### config.mk
export PLATFORM = sky130hd
export DESIGN_NAME = edge_mux_operand_driver_flat
export DESIGN_NICKNAME = d
export VERILOG_FILES = /design/src/rtl/edge_mux_operand_driver_if.sv /design/src/rtl/edge_mux_operand_driver.sv /design/src/flat_wrapper.sv
export SDC_FILE = /design/constraint.sdc
export NUM_CORES = 1
export LEC_CHECK = 0
export CORE_MARGIN = 2
export CORE_UTILIZATION = 30
export DETAILED_ROUTE_END_ITERATION = 10
export PLACE_DENSITY = 0.61
export SLEW_MARGIN = 20
export SYNTH_ARGS = -nofsm -noshare
export SYNTH_HDL_FRONTEND = slang
export SYNTH_SLANG_ARGS = --single-unit
### constraint.sdc
create_clock -name clk -period 3.4 [get_ports clk]
set_input_delay 0.68 -clock clk [delete_from_list [all_inputs] [get_ports clk]]
set_output_delay 0.68 -clock clk [all_outputs]
set_load 0.05 [all_outputs]
### src/rtl/edge_mux_operand_driver_if.sv
// Operand and result valid/ready handshakes
// for the dual-edge operand driver.
interface edge_mux_operand_driver_if #(
  parameter int WIDTH = 7
);
  logic             in_valid;
  logic             in_ready;
  logic [WIDTH-1:0] in_a;
  logic [WIDTH-1:0] in_b;
  logic             out_valid;
  logic             out_ready;
  logic [WIDTH:0]   out_sum;
  logic             out_err;

  modport master (
    output in_valid,
    output in_a,
    output in_b,
    output out_ready,
    input  in_ready,
    input  out_valid,
    input  out_sum,
    input  out_err
  );

  modport slave (
    input  in_valid,
    input  in_a,
    input  in_b,
    input  out_ready,
    output in_ready,
    output out_valid,
    output out_sum,
    output out_err
  );
endinterface

### src/rtl/edge_mux_operand_driver.sv
// Drives an operand pair onto a shared pin bus with a
// generated pin clock, then samples and checks the sum.
module edge_mux_operand_driver #(
  parameter int WIDTH         = 7,
  parameter int SETTLE_CYCLES = 2
) (
  input  logic                       clk,
  input  logic                       reset,
  edge_mux_operand_driver_if.slave   bus,
  output logic                       dut_clk,
  output logic [WIDTH-1:0]           dut_ab,
  input  logic [WIDTH-1:0]           dut_s,
  input  logic                       dut_c,
  output logic [7:0]                 err_count
);

  typedef enum logic [2:0] {
    IDLE,
    A_SETUP,
    A_CAPT,
    B_SETUP,
    B_CAPT,
    SETTLE,
    DONE
  } state_t;

  localparam logic [3:0] CNT_LAST =
    4'(SETTLE_CYCLES - 1);

  state_t           state;
  state_t           state_nx;
  logic [WIDTH-1:0] a_q;
  logic [WIDTH-1:0] b_q;
  logic [3:0]       cnt_q;
  logic             in_ready_q;
  logic             out_valid_q;
  logic [WIDTH:0]   out_sum_q;
  logic             out_err_q;

  logic             accept;
  logic             settle_last;
  logic [WIDTH:0]   ref_sum;
  logic [WIDTH:0]   sample;
  logic             mismatch;
  logic             clk_nx;
  logic [WIDTH-1:0] ab_nx;

  assign bus.in_ready  = in_ready_q;
  assign bus.out_valid = out_valid_q;
  assign bus.out_sum   = out_sum_q;
  assign bus.out_err   = out_err_q;

  assign accept      = bus.in_valid && in_ready_q;
  assign settle_last = (state == SETTLE) &&
                       (cnt_q == CNT_LAST);
  assign ref_sum     = {1'b0, a_q} + {1'b0, b_q};
  assign sample      = {dut_c, dut_s};
  assign mismatch    = (sample != ref_sum);

  always_ff @(posedge clk or posedge reset) begin
    if (reset) state <= IDLE;
    else       state <= state_nx;
  end

  always_comb begin
    state_nx = state;
    unique case (state)
      IDLE:    if (accept) state_nx = A_SETUP;
      A_SETUP: state_nx = A_CAPT;
      A_CAPT:  state_nx = B_SETUP;
      B_SETUP: state_nx = B_CAPT;
      B_CAPT:  state_nx = SETTLE;
      SETTLE:  if (settle_last) state_nx = DONE;
      DONE:    if (bus.out_ready) state_nx = IDLE;
      default: state_nx = IDLE;
    endcase
  end

  // Pins are registered from the current state, so the bus
  // and pin clock never move on the same clk edge.
  always_comb begin
    clk_nx = 1'b1;
    ab_nx  = '0;
    unique case (1'b1)
      state == A_SETUP: ab_nx = a_q;
      state == A_CAPT: begin
        clk_nx = 1'b0;
        ab_nx  = a_q;
      end
      state == B_SETUP: begin
        clk_nx = 1'b0;
        ab_nx  = b_q;
      end
      state == B_CAPT,
      state == SETTLE: ab_nx = b_q;
      default: ;
    endcase
  end

  always_ff @(posedge clk or posedge reset) begin
    if (reset) begin
      in_ready_q  <= 1'b0;
      out_valid_q <= 1'b0;
      out_sum_q   <= '0;
      out_err_q   <= 1'b0;
      err_count   <= '0;
      dut_clk     <= 1'b1;
      dut_ab      <= '0;
      a_q         <= '0;
      b_q         <= '0;
      cnt_q       <= '0;
    end else begin
      in_ready_q  <= (state_nx == IDLE);
      out_valid_q <= (state_nx == DONE);
      dut_clk     <= clk_nx;
      dut_ab      <= ab_nx;
      if (accept) begin
        a_q <= bus.in_a;
        b_q <= bus.in_b;
      end
      if (state == B_CAPT)
        cnt_q <= '0;
      else if (state == SETTLE)
        cnt_q <= cnt_q + 4'd1;
      if (settle_last) begin
        out_sum_q <= sample;
        out_err_q <= mismatch;
        if (mismatch && err_count != 8'hFF)
          err_count <= err_count + 8'd1;
      end
    end
  end

endmodule

### src/flat_wrapper.sv
// flat-port wrapper written by rule: the top's interface ports become plain ports
module edge_mux_operand_driver_flat 
#(
  parameter int WIDTH         = 7,
  parameter int SETTLE_CYCLES = 2
)
  (clk, reset, dut_clk, dut_ab, dut_s, dut_c, err_count, bus_in_valid, bus_in_a, bus_in_b, bus_out_ready, bus_in_ready, bus_out_valid, bus_out_sum, bus_out_err);
  edge_mux_operand_driver_if #(.WIDTH(WIDTH)) bus_i ();
  input  logic clk;
  input  logic reset;
  output logic dut_clk;
  output logic [WIDTH-1:0] dut_ab;
  input  logic [WIDTH-1:0] dut_s;
  input  logic dut_c;
  output logic [7:0] err_count;
  input wire logic [$bits(bus_i.in_valid)-1:0] bus_in_valid;
  input wire logic [$bits(bus_i.in_a)-1:0] bus_in_a;
  input wire logic [$bits(bus_i.in_b)-1:0] bus_in_b;
  input wire logic [$bits(bus_i.out_ready)-1:0] bus_out_ready;
  output wire logic [$bits(bus_i.in_ready)-1:0] bus_in_ready;
  output wire logic [$bits(bus_i.out_valid)-1:0] bus_out_valid;
  output wire logic [$bits(bus_i.out_sum)-1:0] bus_out_sum;
  output wire logic [$bits(bus_i.out_err)-1:0] bus_out_err;
  assign bus_i.in_valid = bus_in_valid;
  assign bus_i.in_a = bus_in_a;
  assign bus_i.in_b = bus_in_b;
  assign bus_i.out_ready = bus_out_ready;
  assign bus_in_ready = bus_i.in_ready;
  assign bus_out_valid = bus_i.out_valid;
  assign bus_out_sum = bus_i.out_sum;
  assign bus_out_err = bus_i.out_err;
  edge_mux_operand_driver #(.WIDTH(WIDTH), .SETTLE_CYCLES(SETTLE_CYCLES)) u_core (.clk(clk), .reset(reset), .bus(bus_i), .dut_clk(dut_clk), .dut_ab(dut_ab), .dut_s(dut_s), .dut_c(dut_c), .err_count(err_count));
endmodule
== Yosys cells after proc, flatten, opt, wreduce, memory -nomap -nowiden ==
Cells that the tools add are included.
W data, S select, Z words.

* Register bits after elaboration: 48
* Output and inout bits: 27
* Input port bits: 26

* Reductions and logical operators: 10
* Equal/unequal tests: 10
* Add/subtract/negate cells: 3
* Mux-type cells: 8

{| class="wikitable"
|+ Operators by type and width
! cell !! count
|-
| $pmux W3 S7 || 1
|-
| $pmux W7 S2 || 1
|-
| $eq A3 B3 Y1 const B || 4
|-
| $mux W3 || 3
|-
| $add A7 B7 Y8 || 1
|-
| $add A8 B1 Y8 const B || 1
|-
| $mux W4 || 2
|-
| $ne A8 B8 Y1 || 1
|-
| $ne A8 B8 Y1 const B || 1
|-
| $eq A3 B2 Y1 const B || 2
|-
| $logic_not A3 Y1 || 2
|-
| $add A4 B1 Y4 const B || 1
|-
| $eq A4 B1 Y1 const B || 1
|-
| $reduce_or A2 Y1 || 2
|-
| $eq A3 B1 Y1 const B || 1
|-
| $logic_and A1 B1 Y1 || 3
|-
| $reduce_or A3 Y1 || 1
|-
| $reduce_and A2 Y1 || 1
|-
| $reduce_bool A2 Y1 || 1
|-
| $mux W1 || 1
|}

== Logic depth before layout (Yosys ltp) ==
* Depth after elaboration: 5
* Mapped depth: 9
* Gate-level depth less buffers: 9

== Least setup slack after synthesis ==
Ideal clock, no wire load.

* Path kind: register to register
* Start point: register u_core.b_q[0]
* End point: register u_core.err_count[1]
* Buffers on the path: 0
* Arrival: 2324 ps
* Stages on the path, launching flop included: 10
* Setup time: 128 ps
* Setup slack: 949 ps
* Path through: dfrtp_1 > ha_1 > fa_1 > xnor2_1 > xnor2_1 > nor3_1 > nand3_1 > nor4_4 > nor3_2 > mux2_1

* Word-level cells in the longest chain between the ends: 4

{| class="wikitable"
|+ RTL lines
! what !! RTL line !! text
|-
| start, declared || edge_mux_operand_driver.sv:33 || <nowiki>logic [WIDTH-1:0] b_q;</nowiki>
|-
| start signal, assigned || edge_mux_operand_driver.sv:119 || <nowiki>b_q <= bus.in_b;</nowiki>
|-
| $add A7 B7 Y8 || edge_mux_operand_driver.sv:56 || <nowiki>assign ref_sum = {1'b0, a_q} + {1'b0, b_q};</nowiki>
|-
| $ne A8 B8 Y1 || edge_mux_operand_driver.sv:58 || <nowiki>assign mismatch = (sample != ref_sum);</nowiki>
|-
| $logic_and A1 B1 Y1 || edge_mux_operand_driver.sv:128 || <nowiki>if (mismatch && err_count != 8'hFF)</nowiki>
|-
| $reduce_and A2 Y1 (no line) || n/a ||
|-
| end signal, assigned || edge_mux_operand_driver.sv:129 || <nowiki>err_count <= err_count + 8'd1;</nowiki>
|-
| end, declared || edge_mux_operand_driver.sv:14 || <nowiki>output logic [7:0] err_count</nowiki>
|}

Every way passes these cells.
A chain may end at the register's enable or synchronous reset.

== Final worst setup path ==
* Start point: register u_core.b_q[0]
* End point: register u_core.err_count[4]

Same word-level chain as after synthesis.

==> impl_metrics.prom <==
# TYPE chip_impl_metric gauge
chip_impl_info{name="status",value="finished clean"} 1
chip_impl_metric{name="worst-slew-pin-transition",unit="ns"} 0.840
chip_impl_metric{name="worst-r2r-setup-slack",unit="ns"} 0.70
chip_impl_metric{name="avgSynthCellArea",unit="sq um"} 11.3
chip_impl_metric{name="maxSlewViolCount",unit=""} 0
chip_impl_info{name="cts_tree",value="built"} 1
chip_impl_metric{name="drc",unit=""} 0
chip_impl_metric{name="drive_gt1_share",unit="%"} 14.6
chip_impl_info{name="worst_setup_path_start_kind",value="register"} 1
chip_impl_metric{name="crit_path_max_fanout",unit=""} 8
chip_impl_metric{name="p_int",unit="mW"} 1.80
chip_impl_metric{name="cts.sink_count",unit=""} 48
chip_impl_metric{name="htreeDepth",unit=""} 2
chip_impl_metric{name="cts_resized",unit=""} 0
chip_impl_metric{name="clock.fmax",unit="GHz"} 0.371
chip_impl_metric{name="placed_cells",unit=""} 362
chip_impl_metric{name="gr-usage-all-layers",unit="%"} 12.8
chip_impl_metric{name="numPortBuffers",unit=""} 52
chip_impl_metric{name="timing.final.crit_period",unit="ns"} 2.70
chip_impl_metric{name="synth-edff-count",unit=""} 0
chip_impl_metric{name="power_switching",unit="mW"} 1.52
chip_impl_metric{name="drt_wl_total",unit="mm"} 5.05
chip_impl_info{name="worst_hold_path_type",value="register to register"} 1
chip_impl_metric{name="combPwrFrac",unit="%"} 57.4
chip_impl_info{name="criticalPathCategory",value="register to register"} 1
chip_impl_metric{name="maxCapViolCount",unit=""} 0
chip_impl_metric{name="initial_drt_markers",unit=""} 88
chip_impl_info{name="kind_of_end_point_of_the_critical_path",value="register"} 1
chip_impl_metric{name="library_cells_used_by_synthesis",unit=""} 37
chip_impl_metric{name="routabilityCongestion",unit=""} 0.734
chip_impl_metric{name="areaGrowthSynthToFinish",unit="%"} 30.1
chip_impl_metric{name="cts_setup_buffers",unit=""} 0
chip_impl_metric{name="grt_overflow",unit=""} 0
chip_impl_info{name="rsz0062_at_grt",value="false"} 1
chip_impl_metric{name="total_power",unit="mW"} 3.32
chip_impl_metric{name="final_cell_area",unit="sq um"} 3130
chip_impl_metric{name="synth.yosys.seq_area_share",unit="%"} 49.9
chip_impl_metric{name="num_rows",unit=""} 32
chip_impl_metric{name="slew-limit-headroom",unit="%"} 44.0
chip_impl_metric{name="synth_seq_cells",unit=""} 48
chip_impl_metric{name="core",unit="sq um"} 7770
chip_impl_metric{name="grt_first_pass_wirelength",unit="mm"} 8.76
chip_impl_metric{name="final.setup.tns",unit="ns"} 0
chip_impl_metric{name="drtPass1Iterations",unit=""} 4
chip_impl_metric{name="post-route-period-util",unit="%"} 79.4
chip_impl_metric{name="power_switching_share",unit="%"} 45.9
chip_impl_metric{name="synth_fp_nets",unit=""} 251
chip_impl_metric{name="grt_pass1_vias",unit=""} 1774
chip_impl_metric{name="route.vias.total",unit=""} 1762
chip_impl_metric{name="netlist_area",unit="sq um"} 2410
chip_impl_metric{name="holdBufCountCts",unit=""} 0
chip_impl_metric{name="fin_cells",unit=""} 370
chip_impl_metric{name="leakagePower",unit="nW"} 1.28
chip_impl_metric{name="max-clock-path-buffers",unit=""} 2
chip_impl_metric{name="number_of_antenna_violations_at_the_first_check_in_global_routing",unit=""} 0
chip_impl_metric{name="floorplan.initialDensity",unit="%"} 31.0
chip_impl_metric{name="antenna_violating_nets_post_route",unit=""} 0
chip_impl_metric{name="num-nets-final",unit=""} 304
chip_impl_metric{name="clock_power_share",unit="%"} 10.7
chip_impl_info{name="final_cell_mix",value="clkdlybuf4s50_1, dfrtp_1, mux2_2, nand2_1, o21ai_0"} 1
chip_impl_metric{name="dieHeight",unit="um"} 93.6
chip_impl_metric{name="ys.warnings.count",unit=""} 0
chip_impl_metric{name="post-dp-hpwl",unit="mm"} 3.72
chip_impl_metric{name="antenna_cells",unit=""} 0
chip_impl_metric{name="numCtsBuffers",unit=""} 5
chip_impl_metric{name="pin_count",unit=""} 53
chip_impl_metric{name="finalClockSkew",unit="ns"} 0.00628
chip_impl_metric{name="detail_route.vias_per_cell",unit=""} 4.76
chip_impl_metric{name="cp.arrival",unit="ns"} 2.89
chip_impl_metric{name="detail_routed_net_length_per_standard_cell",unit="um"} 13.6
chip_impl_metric{name="ys_async_sr_fraction",unit="%"} 100
chip_impl_metric{name="grt_start_max_net_pins",unit=""} 49
chip_impl_metric{name="finalHoldViolations",unit=""} 0
chip_impl_metric{name="worst_ep_required_time",unit="ns"} 3.59
chip_impl_metric{name="ir_worst_vdd",unit="mV"} 0.482
chip_impl_metric{name="syn_inst",unit=""} 214
chip_impl_info{name="yosys_most_used_dff",value="dfrtp_1"} 1
chip_impl_metric{name="clk_transition_reported_paths",unit="ns"} 0.09
chip_impl_metric{name="setup_viol",unit=""} 0
chip_impl_info{name="layout.cells.most_common",value="clkdlybuf4s50_1"} 1
chip_impl_metric{name="detailed_place.area",unit="sq um"} 3040
chip_impl_info{name="cts_root_buf",value="clkbuf_8"} 1
chip_impl_metric{name="clk_latency",unit="ns"} 0.30
chip_impl_metric{name="power_density",unit="nW/um^2"} 1060
chip_impl_metric{name="fraction_of_power_consumed_by_sequential_logic",unit="%"} 31.9
chip_impl_metric{name="whs",unit="ns"} 0.497
chip_impl_metric{name="die_area",unit="sq um"} 8760
chip_impl_metric{name="fp.dieW",unit="um"} 93.6
==> final timing paths <==
check                                                 start                                end  cells past startpoint
worst max-delay path              u_core.b_q[0]$_DFFE_PP0P_    u_core.err_count[4]$_DFFE_PP0P_                      9
worst min-delay path            u_core.cnt_q[3]$_DFFE_PP0P_        u_core.cnt_q[3]$_DFFE_PP0P_                      1
worst max register to register    u_core.b_q[0]$_DFFE_PP0P_    u_core.err_count[4]$_DFFE_PP0P_                      9
worst min register to register  u_core.cnt_q[3]$_DFFE_PP0P_        u_core.cnt_q[3]$_DFFE_PP0P_                      1
max in group asynchronous                             reset  u_core.bus.out_sum[0]$_DFFE_PP0P_                      2
min in group asynchronous                             reset        u_core.cnt_q[0]$_DFFE_PP0P_                      2
==> per-stage QoR <==
stage          utilization (%)  worst slack [ns]
6_report                  40.3             0.702
5_1_grt                   40.3             0.447
4_1_cts                   40.3             0.704
3_5_place_dp              39.2             0.628
3_3_place_gp              39.2             0.655
2_1_floorplan                -             0.949
==> area by class of cell <==
cell class                      count  area (sq um)
Inverter                            4          16.3
Clock buffer                        8          90.1
Multi-Input combinational cell    154          1160
Sequential cell                    48          1200
Timing Repair Buffer               54           536
Fill cell                         770          4630
Tap cell                          102           128
==> worst max-delay path, cell delays in order, from the launching register on <==
cell     delay, ns
dfrtp_1       0.41
ha_1          0.24
fa_1          0.41
xnor2_1       0.21
xnor2_1       0.08
nor3_1        0.15
nand3_1       0.14
nor4_4        0.51
nor3_1        0.12
mux2_1        0.33
==> cell usage after synthesis, types with 2 or more instances <==
cell type | instances | share of area (%)
inv_1 | 4 | 0.62
o31ai_1 | 2 | 0.62
o21ai_0 | 11 | 2.3
nand2b_1 | 3 | 0.78
and2_1 | 2 | 0.52
nand3_1 | 8 | 1.7
dfrtp_1 | 47 | 49
xor2_1 | 10 | 3.6
ha_1 | 10 | 5.2
nor2_1 | 7 | 1.1
a22o_1 | 5 | 1.8
mux2_1 | 5 | 2.3
xnor2_1 | 6 | 2.2
nor4_1 | 3 | 0.78
a21oi_2 | 2 | 0.73
clkbuf_1 | 8 | 1.2
nand2_1 | 23 | 3.6
o21ai_1 | 3 | 0.62
nor3_1 | 5 | 1.0
a21oi_1 | 7 | 1.5
mux2_2 | 23 | 11
nor2b_1 | 5 | 1.3
==> flip-flops by register name, summed over array words and instances, names as in the netlist, 3 cells and up <==
| signal | count |
|---|---|
| u_core.dut_ab | 7 |
| u_core.bus.out_sum | 8 |
| u_core.state | 3 |
| u_core.b_q | 7 |
| u_core.a_q | 7 |
| u_core.cnt_q | 4 |
| u_core.err_count | 8 |
==> routing by layer <==
layer / part of all wire [%] / global-route usage [%]
met5: 0 / 0
met2: 46 / 19.1
met3: 6.2 / 4.43
met1: 46 / 17.6
met4: 1.6 / 3.74
==> cells by family (layout without fill, tap and decap cells) <==
logic type	count (synthesis)	after routing	synth area share, %
flops	48	48	49.9
simple gates	63	63	13.5
mux	28	28	13.1
buf+inv	12	66	1.87
compound gates	36	36	9.82
fa+ha+maj	11	11	6.03
xor+xnor	16	16	5.82
==> power groups by stage <==
stage | Combinational, mW | Sequential [mW] | Clock (mW)
6_report | 1.91 | 1.06 | 0.355
5_1_grt | 2.10 | 1.11 | 0.397
4_1_cts | 1.94 | 1.06 | 0.372
3_5_place_dp | 1.93 | 1.07 | 0
3_3_place_gp | 1.91 | 1.06 | 0
2_1_floorplan | 1.05 | 1.42 | 0
Note: power is estimated with default switching activity, not from simulation.
